### config.mk
export PLATFORM = sky130hd
export DESIGN_NAME = ls_control_unit
export DESIGN_NICKNAME = d
export VERILOG_FILES = /design/src/rtl/ls_control_unit_pkg.sv /design/src/rtl/ls_imm_gen.sv /design/src/rtl/ls_control_unit.sv
export SDC_FILE = /design/constraint.sdc
export NUM_CORES = 1
export LEC_CHECK = 0
export ABC_AREA = 1
export CAP_MARGIN = 25
export CORE_UTILIZATION = 36
export DETAILED_ROUTE_END_ITERATION = 10
export DONT_BUFFER_PORTS = 1
export PLACE_DENSITY = 0.54
export SETUP_SLACK_MARGIN = 0.2
export SLEW_MARGIN = 20
export SYNTH_ARGS = -nofsm -noshare
export SYNTH_HDL_FRONTEND = slang
export SYNTH_SLANG_ARGS = --single-unit
### constraint.sdc
create_clock -name clk -period 1.5 [get_ports clk]
set_input_delay 0.3 -clock clk [delete_from_list [all_inputs] [get_ports clk]]
set_output_delay 0.3 -clock clk [all_outputs]
set_load 0.02 [all_outputs]
### src/rtl/ls_control_unit_pkg.sv
// Shared constants and FSM state type for the load/store control unit.
// Build option: LSCU_ILLEGAL_TRAP_EN (see ls_control_unit.sv).
package ls_control_unit_pkg;

   // RV64I major opcodes and funct3 for the doubleword LD/SD forms
   localparam logic [6:0] OPC_LOAD  = 7'b0000011;
   localparam logic [6:0] OPC_STORE = 7'b0100011;
   localparam logic [2:0] F3_DOUBLE = 3'b011;

   typedef enum logic [1:0] {
      StIdle   = 2'd0,
      StDecode = 2'd1,
      StExec   = 2'd2,
      StDone   = 2'd3
   } lscu_state_e;

   // True when the register index names the hardwired-zero register
   function automatic logic is_x0(input logic [4:0] idx);
      return idx == 5'd0;
   endfunction

endpackage

### src/rtl/ls_imm_gen.sv
// Combinational immediate builder: selects the I-type (LD) or S-type (SD)
// 12-bit offset and sign-extends it to DATA_W.
module ls_imm_gen #(
   parameter int unsigned INSTR_W = 32,
   parameter int unsigned DATA_W  = 64
) (
   input  logic [INSTR_W-1:0] instr_i,
   input  logic               is_store_i,
   output logic [DATA_W-1:0]  imm_o
);

   logic [11:0] imm12;

   // Stores split the offset around the rd field; loads keep it contiguous
   always_comb begin
      imm12 = instr_i[31:20];
      if (is_store_i) begin
         imm12 = {instr_i[31:25], instr_i[11:7]};
      end
   end

   assign imm_o = {{(DATA_W-12){imm12[11]}}, imm12};

   logic unused_bits;
   assign unused_bits = ^{instr_i[19:12], instr_i[6:0]};

endmodule

### src/rtl/ls_control_unit.sv
// Load/store control stage: accepts one RV64I instruction at a time, decodes
// LD/SD, drives the register-file port for MEM_LAT cycles, then retires it.
// Build option: LSCU_ILLEGAL_TRAP_EN makes an illegal instruction halt the
// unit (sticky illegal, instr_ready low) until rst_n.
module ls_control_unit
   import ls_control_unit_pkg::*;
#(
   parameter int unsigned INSTR_W = 32,
   parameter int unsigned DATA_W  = 64,
   parameter int unsigned REG_AW  = 5,
   parameter int unsigned MEM_LAT = 1
) (
   input  logic               clk,
   input  logic               rst_n,
   input  logic               instr_valid,
   input  logic [INSTR_W-1:0] instr,
   output logic               instr_ready,
   output logic               rf_enable,
   output logic               rf_load_store,
   output logic [REG_AW-1:0]  rf_a,
   output logic [REG_AW-1:0]  rf_b,
   output logic [REG_AW-1:0]  rf_w,
   output logic [DATA_W-1:0]  rf_din,
   output logic               done,
   output logic               illegal,
   output logic [15:0]        op_count
);

   // Counter holds MEM_LAT-1 down to 0, so clog2(MEM_LAT) bits suffice
   localparam int unsigned CntW = (MEM_LAT > 1) ? $clog2(MEM_LAT) : 1;

   lscu_state_e        state_q, state_d;
   logic [INSTR_W-1:0] instr_q, instr_d;
   logic [CntW-1:0]    lat_q, lat_d;
   logic               ls_q, ls_d;
   logic [REG_AW-1:0]  a_q, a_d, b_q, b_d, w_q, w_d;
   logic [DATA_W-1:0]  din_q, din_d;
   logic [15:0]        cnt_q, cnt_d;
   logic               illegal_now;

   logic [6:0]         opcode;
   logic [2:0]         funct3;
   logic               is_ld, is_sd;
   logic [DATA_W-1:0]  imm;

   assign opcode = instr_q[6:0];
   assign funct3 = instr_q[14:12];
   assign is_ld  = (opcode == OPC_LOAD)  && (funct3 == F3_DOUBLE);
   assign is_sd  = (opcode == OPC_STORE) && (funct3 == F3_DOUBLE);

   ls_imm_gen #(
      .INSTR_W (INSTR_W),
      .DATA_W  (DATA_W)
   ) u_imm_gen (
      .instr_i    (instr_q),
      .is_store_i (is_sd),
      .imm_o      (imm)
   );

`ifdef LSCU_ILLEGAL_TRAP_EN
   logic trap_q, trap_d;

   // Sticky trap: once set, only rst_n clears it
   always_comb begin
      trap_d = trap_q | illegal_now;
   end

   // Trap flag register
   always_ff @(posedge clk or negedge rst_n) begin
      if (!rst_n) begin
         trap_q <= 1'b0;
      end else begin
         trap_q <= trap_d;
      end
   end

   assign instr_ready = (state_q == StIdle) && !trap_q;
   assign illegal     = illegal_now | trap_q;
`else
   assign instr_ready = (state_q == StIdle);
   assign illegal     = illegal_now;
`endif

   assign rf_enable     = (state_q == StExec);
   assign done          = (state_q == StDone);
   assign rf_load_store = ls_q;
   assign rf_a          = a_q;
   assign rf_b          = b_q;
   assign rf_w          = w_q;
   assign rf_din        = din_q;
   assign op_count      = cnt_q;

   // Next-state, capture and rf-field loading
   always_comb begin
      state_d     = state_q;
      instr_d     = instr_q;
      lat_d       = lat_q;
      ls_d        = ls_q;
      a_d         = a_q;
      b_d         = b_q;
      w_d         = w_q;
      din_d       = din_q;
      cnt_d       = cnt_q;
      illegal_now = 1'b0;
      unique case (state_q)
         StIdle: begin
            if (instr_valid && instr_ready) begin
               instr_d = instr;
               state_d = StDecode;
            end
         end
         StDecode: begin
            if (is_ld || is_sd) begin
               ls_d  = is_ld;
               a_d   = instr_q[24:20];
               b_d   = instr_q[19:15];
               w_d   = instr_q[11:7];
               din_d = imm;
               lat_d = CntW'(MEM_LAT - 1);
               // A load into x0 has no architectural effect: retire without rf access
               state_d = (is_ld && is_x0(instr_q[11:7])) ? StDone : StExec;
            end else begin
               illegal_now = 1'b1;
               state_d     = StIdle;
            end
         end
         StExec: begin
            if (lat_q == '0) begin
               state_d = StDone;
            end else begin
               lat_d = lat_q - CntW'(1);
            end
         end
         StDone: begin
            cnt_d   = cnt_q + 16'd1;
            state_d = StIdle;
         end
         default: state_d = StIdle;
      endcase
   end

   // State and output registers
   always_ff @(posedge clk or negedge rst_n) begin
      if (!rst_n) begin
         state_q <= StIdle;
         instr_q <= '0;
         lat_q   <= '0;
         ls_q    <= 1'b0;
         a_q     <= '0;
         b_q     <= '0;
         w_q     <= '0;
         din_q   <= '0;
         cnt_q   <= '0;
      end else begin
         state_q <= state_d;
         instr_q <= instr_d;
         lat_q   <= lat_d;
         ls_q    <= ls_d;
         a_q     <= a_d;
         b_q     <= b_d;
         w_q     <= w_d;
         din_q   <= din_d;
         cnt_q   <= cnt_d;
      end
   end

endmodule

==> results by stage <==
Cells and area:
- The number of antenna repair diodes is 0.
- In the final layout, the multi-input gates occupy 0.001612 mm2.
- After filler insertion, the fill cell instance count of the layout stands at 920.
- For this run, the share of the core covered by cells in the final layout is 0.4991.
- The area growth from synthesis to layout is 34.10%.
- Across the whole layout, storage elements account for 0.001962 mm2.
- At the end of the flow, the number of nets in the layout was 430.
- In the final layout, the share of cells above drive strength 1 is 0.4712.

Timing:
- The largest clock skew in the final design is 0.009387 ns.
- The final hold violation count is 78.
- Setup repair after global routing could not meet its margin everywhere.
- Setup violations remaining at the end of the flow were counted as 46.
- For the final routed database, the setup TNS stands at -14.46 ns.
- The share of the clock period used by the worst path is 1.235.
- The worst slew margin relative to its limit is 0.7334.
- For this run, the top clock speed supported by timing is 539.9 MHz.
- The slack of the critical path is -0.3521 ns.
- Across all hold checks on the routed design, the worst slack comes to -0.3690 ns.
- The final max-slew violation count is 0.
- The final critical delay including setup and external delays is 1.852 ns.
- For the pin with the worst max-slew slack, the measured transition is 0.3998 ns.

Clocking:
- Clock-pin slew was measured on the worst setup and hold paths at 0.08 ns.
- In this run the deepest clock path goes through 2 buffers.
- The level count of the clock H-tree is 3.
- Clock latency on the worst-skew pair, taken at its later pin, is 0.36 ns.
- The TritonCTS clock tree is built.
- The number of buffers added by the clock tree synthesis step is 9.
- The TritonCTS sink count is 78.
- The clock tree root buffer cell is sky130_fd_sc_hd__clkbuf_8.

Synthesis:
- Yosys mapped the design onto 25 distinct sky130hd cell types.
- The cell count after synthesis came out at 390.
- Of the post-synthesis cell area, the dominant cell type holds 0.5341.
- In this run, synthesis produced a sequential element count of 78.
- The Yosys step of the flow raised 0 warnings.
- The library cell occupying the most area in the post-synthesis netlist is sky130_fd_sc_hd__dfrtp_1.
- After synthesis, the mean cell area works out to 9.371 um2.
- The synthesized netlist occupies a cell area of 0.003655 mm2.
- The net count after synthesis is 426.
- After synthesis, the cell types taking the most area are sky130_fd_sc_hd__dfrtp_1 (53%), sky130_fd_sc_hd__buf_4 (11%), sky130_fd_sc_hd__nand2_1 (8.9%).
- The sequential area share after synthesis is 0.5341.

Place:
- At the end of routability-driven placement, the weighted congestion stood at 0.6736.
- The pre-CTS setup slack is 0.02459 ns.
- The placed wire-length estimate after detailed placement is 4780 um.
- Input and output buffers added on the ports amount to 0.

Power:
- For this design the ratio of total power to cell area is 1607 mW/mm2.
- The overall power is 7.874 mW.
- IR analysis of the VDD net gives a maximum drop of 0.8396 mV.
- For this design the static power due to leakage is 2.368 nW.

Worst setup path:
- The depth of the most critical reg-to-reg path is 9.
- For this run, the slowest stage of the critical path takes 0.51 ns.
- For the worst setup path, the data arrival time is 1.55 ns.
- The critical path is of the reg2out type.
- By instance count, the cell type seen most on the critical path is sky130_fd_sc_hd__buf_6.
- The element type at the critical path start is a register.
- In this run the worst path has a maximum fanout of 13.
- Traced cell by cell, the critical path runs through buf_4 -> buf_6 -> buf_6 -> buf_6 -> buf_16.
- STA puts the critical path data required time at 1.20 ns.
- For this design, the slowest cell found on the critical path is sky130_fd_sc_hd__dfrtp_4.
- The element type at the critical path end is an output port.

Die:
- The full die area is 0.01056 mm2.
- The width of the chip is 102.8 um.
- The core region is 0.009819 mm2.
- The die is 102.8 um tall.
- For this design the top-level I/O count stands at 135.
- The initial standard-cell utilization of the core is 0.3722.
- In this run the core area contains 36 standard-cell rows.

Min path:
- The class of the tightest hold or removal check is in2async.

Global route:
- The first-pass GRT wire length is 12,020 um.
- The via count of the first global-routing pass was 2,405.
- The number of antenna violations at the first check in global routing is 0.
- Across every metal layer, demand over resource in global routing totals 0.1536.
- Global routing finished with a remaining overflow of 0.
- Entering global routing, the biggest net connects 79 pins.

Status:
- The checks that failed: hold timing, setup timing.
- The run finished, with violations left.

Drt:
- Detailed routing inserted a total of 2,502 vias.
- The final layout contains routed wiring with a total length of 8648 um.
- The DRC marker count from the first detailed-route iteration is 99.
- The final routed wire length divided by cell count is 16.26 um.
- Once detail routing completed, the nets flagged for antenna violations numbered 0.
- After detailed routing, the number of vias per cell comes to 4.703.
- Before antenna repair, the detailed router went through 4 iterations.
- The number of remaining DRC errors is 0.

Job:
- Max-cap violations in this run came to 0.
worst max-delay path: cells and delay by family, from the launching register on:
family / cells / cell delay [ns]
flip-flops: 1 / 0.51
buffers and inverters: 5 / 0.68
cells in the final DEF, fill, tap and decap left out, types with 2 or more instances in the layout:
master and count:
sky130_fd_sc_hd__mux2_4 13, sky130_fd_sc_hd__mux2_2 2, sky130_fd_sc_hd__nand2_1 48, sky130_fd_sc_hd__dfrtp_1 72, sky130_fd_sc_hd__xor2_1 8, sky130_fd_sc_hd__nand3_1 10
sky130_fd_sc_hd__inv_6 3, sky130_fd_sc_hd__nand2_4 13, sky130_fd_sc_hd__nand3_4 2, sky130_fd_sc_hd__o21ai_1 12, sky130_fd_sc_hd__buf_16 6, sky130_fd_sc_hd__nor3_1 2
sky130_fd_sc_hd__buf_4 17, sky130_fd_sc_hd__nand3b_1 2, sky130_fd_sc_hd__nand4_1 5, sky130_fd_sc_hd__inv_2 3, sky130_fd_sc_hd__nor2_2 5, sky130_fd_sc_hd__xnor2_1 2
sky130_fd_sc_hd__clkbuf_8 10, sky130_fd_sc_hd__buf_12 8, sky130_fd_sc_hd__nand2_2 27, sky130_fd_sc_hd__a21oi_1 8, sky130_fd_sc_hd__nor2_4 21, sky130_fd_sc_hd__inv_1 28
sky130_fd_sc_hd__o21ai_2 5, sky130_fd_sc_hd__dfrtp_2 5, sky130_fd_sc_hd__clkbuf_16 6, sky130_fd_sc_hd__nor2_1 13, sky130_fd_sc_hd__nand3_2 4, sky130_fd_sc_hd__a21oi_2 10
sky130_fd_sc_hd__buf_6 19
metrics by stage:
stage | std cells | area, um2
6_report | 532 | 4901
5_1_grt | 532 | 4901
4_1_cts | 518 | 4329
3_5_place_dp | 480 | 3664
3_3_place_gp | 480 | 3664
2_1_floorplan | 390 | 3730
synthesized netlist by cell type, drive strengths merged:
library cell	number
nor3	2
dfrtp	78
xor2	8
nand3b	3
xnor2	3
a21oi	18
nand4	5
o21ai	17
buf	62
nor2	39
mux2	15
ha	1
nand2	89
inv	33
nand3	16
clkbuf	1
what timing repair did:
action                                  CTS  global route
resized for setup                        65            93
hold endpoints to repair                 78            78
setup buffers                            19             8
endpoints found under the setup margin  107           126
gates cloned                              3             6
pin swaps                                18            40
power by group:
group / switching [mW] / internal, mW
Combinational: 1.56 / 1.31
Clock: 0.833 / 0.834
Sequential: 0.631 / 2.72
kinds of logic (layout without fill, tap and decap cells):
kind of cell | count (synthesis) | in the layout | synth area share
DFF | 78 | 78 | 0.5341
xor gates and xnor gates | 11 | 11 | 0.02636
muxes | 15 | 15 | 0.04622
and+or+nand+nor | 154 | 154 | 0.1845
buffers and inverters | 96 | 105 | 0.1575
adders and majority gates | 1 | 1 | 0.003423
AOI/OAI and AO/OA | 35 | 35 | 0.04793
per-layer routing:
metal  global-route usage  up-vias  routed length (um)
met5                    0        -                   0
met4              0.06826        0                 117
met3              0.05220       12                 605
met2               0.2477       73                4378
met1               0.1866     1233                3546
li1                     -     1184                   -
registers in the layout, indices dropped and copies added (netlist names), named ones only:
| signal | flops |
|---|---|
| instr_q | 32 |
| op_count | 16 |
| rf_a | 5 |
| rf_b | 5 |
| rf_din | 12 |
| rf_load_store | 1 |
| rf_w | 5 |
| state_q | 1 |
path summary, 6_finish.rpt:
| path | from | to | slack (ns) |
|---|---|---|---|
| worst min-delay path | rst_n | op_count[7] | -0.37 |
| worst max-delay path | rf_din[11] | rf_din[54] | -0.35 |
| worst min register to register | instr_q[26] | rf_din[6] | 0.49 |
| worst max register to register | instr_q[2] | rf_din[7] | 0 |
| min in group clk | instr[18] | instr_q[18] | 0.06 |
| max in group asynchronous | rst_n | rf_din[11] | 1.72 |
layout make-up:
class	instances	area share
flip-flops and latches	78	0.4003
multi-input cells	216	0.3288
repair buffers	56	0.1667
well taps	133	0.03395
clock buffers	11	0.02885
inverters	33	0.02834
clock inverters	5	0.01302
Power figures use the tool's default switching activity.
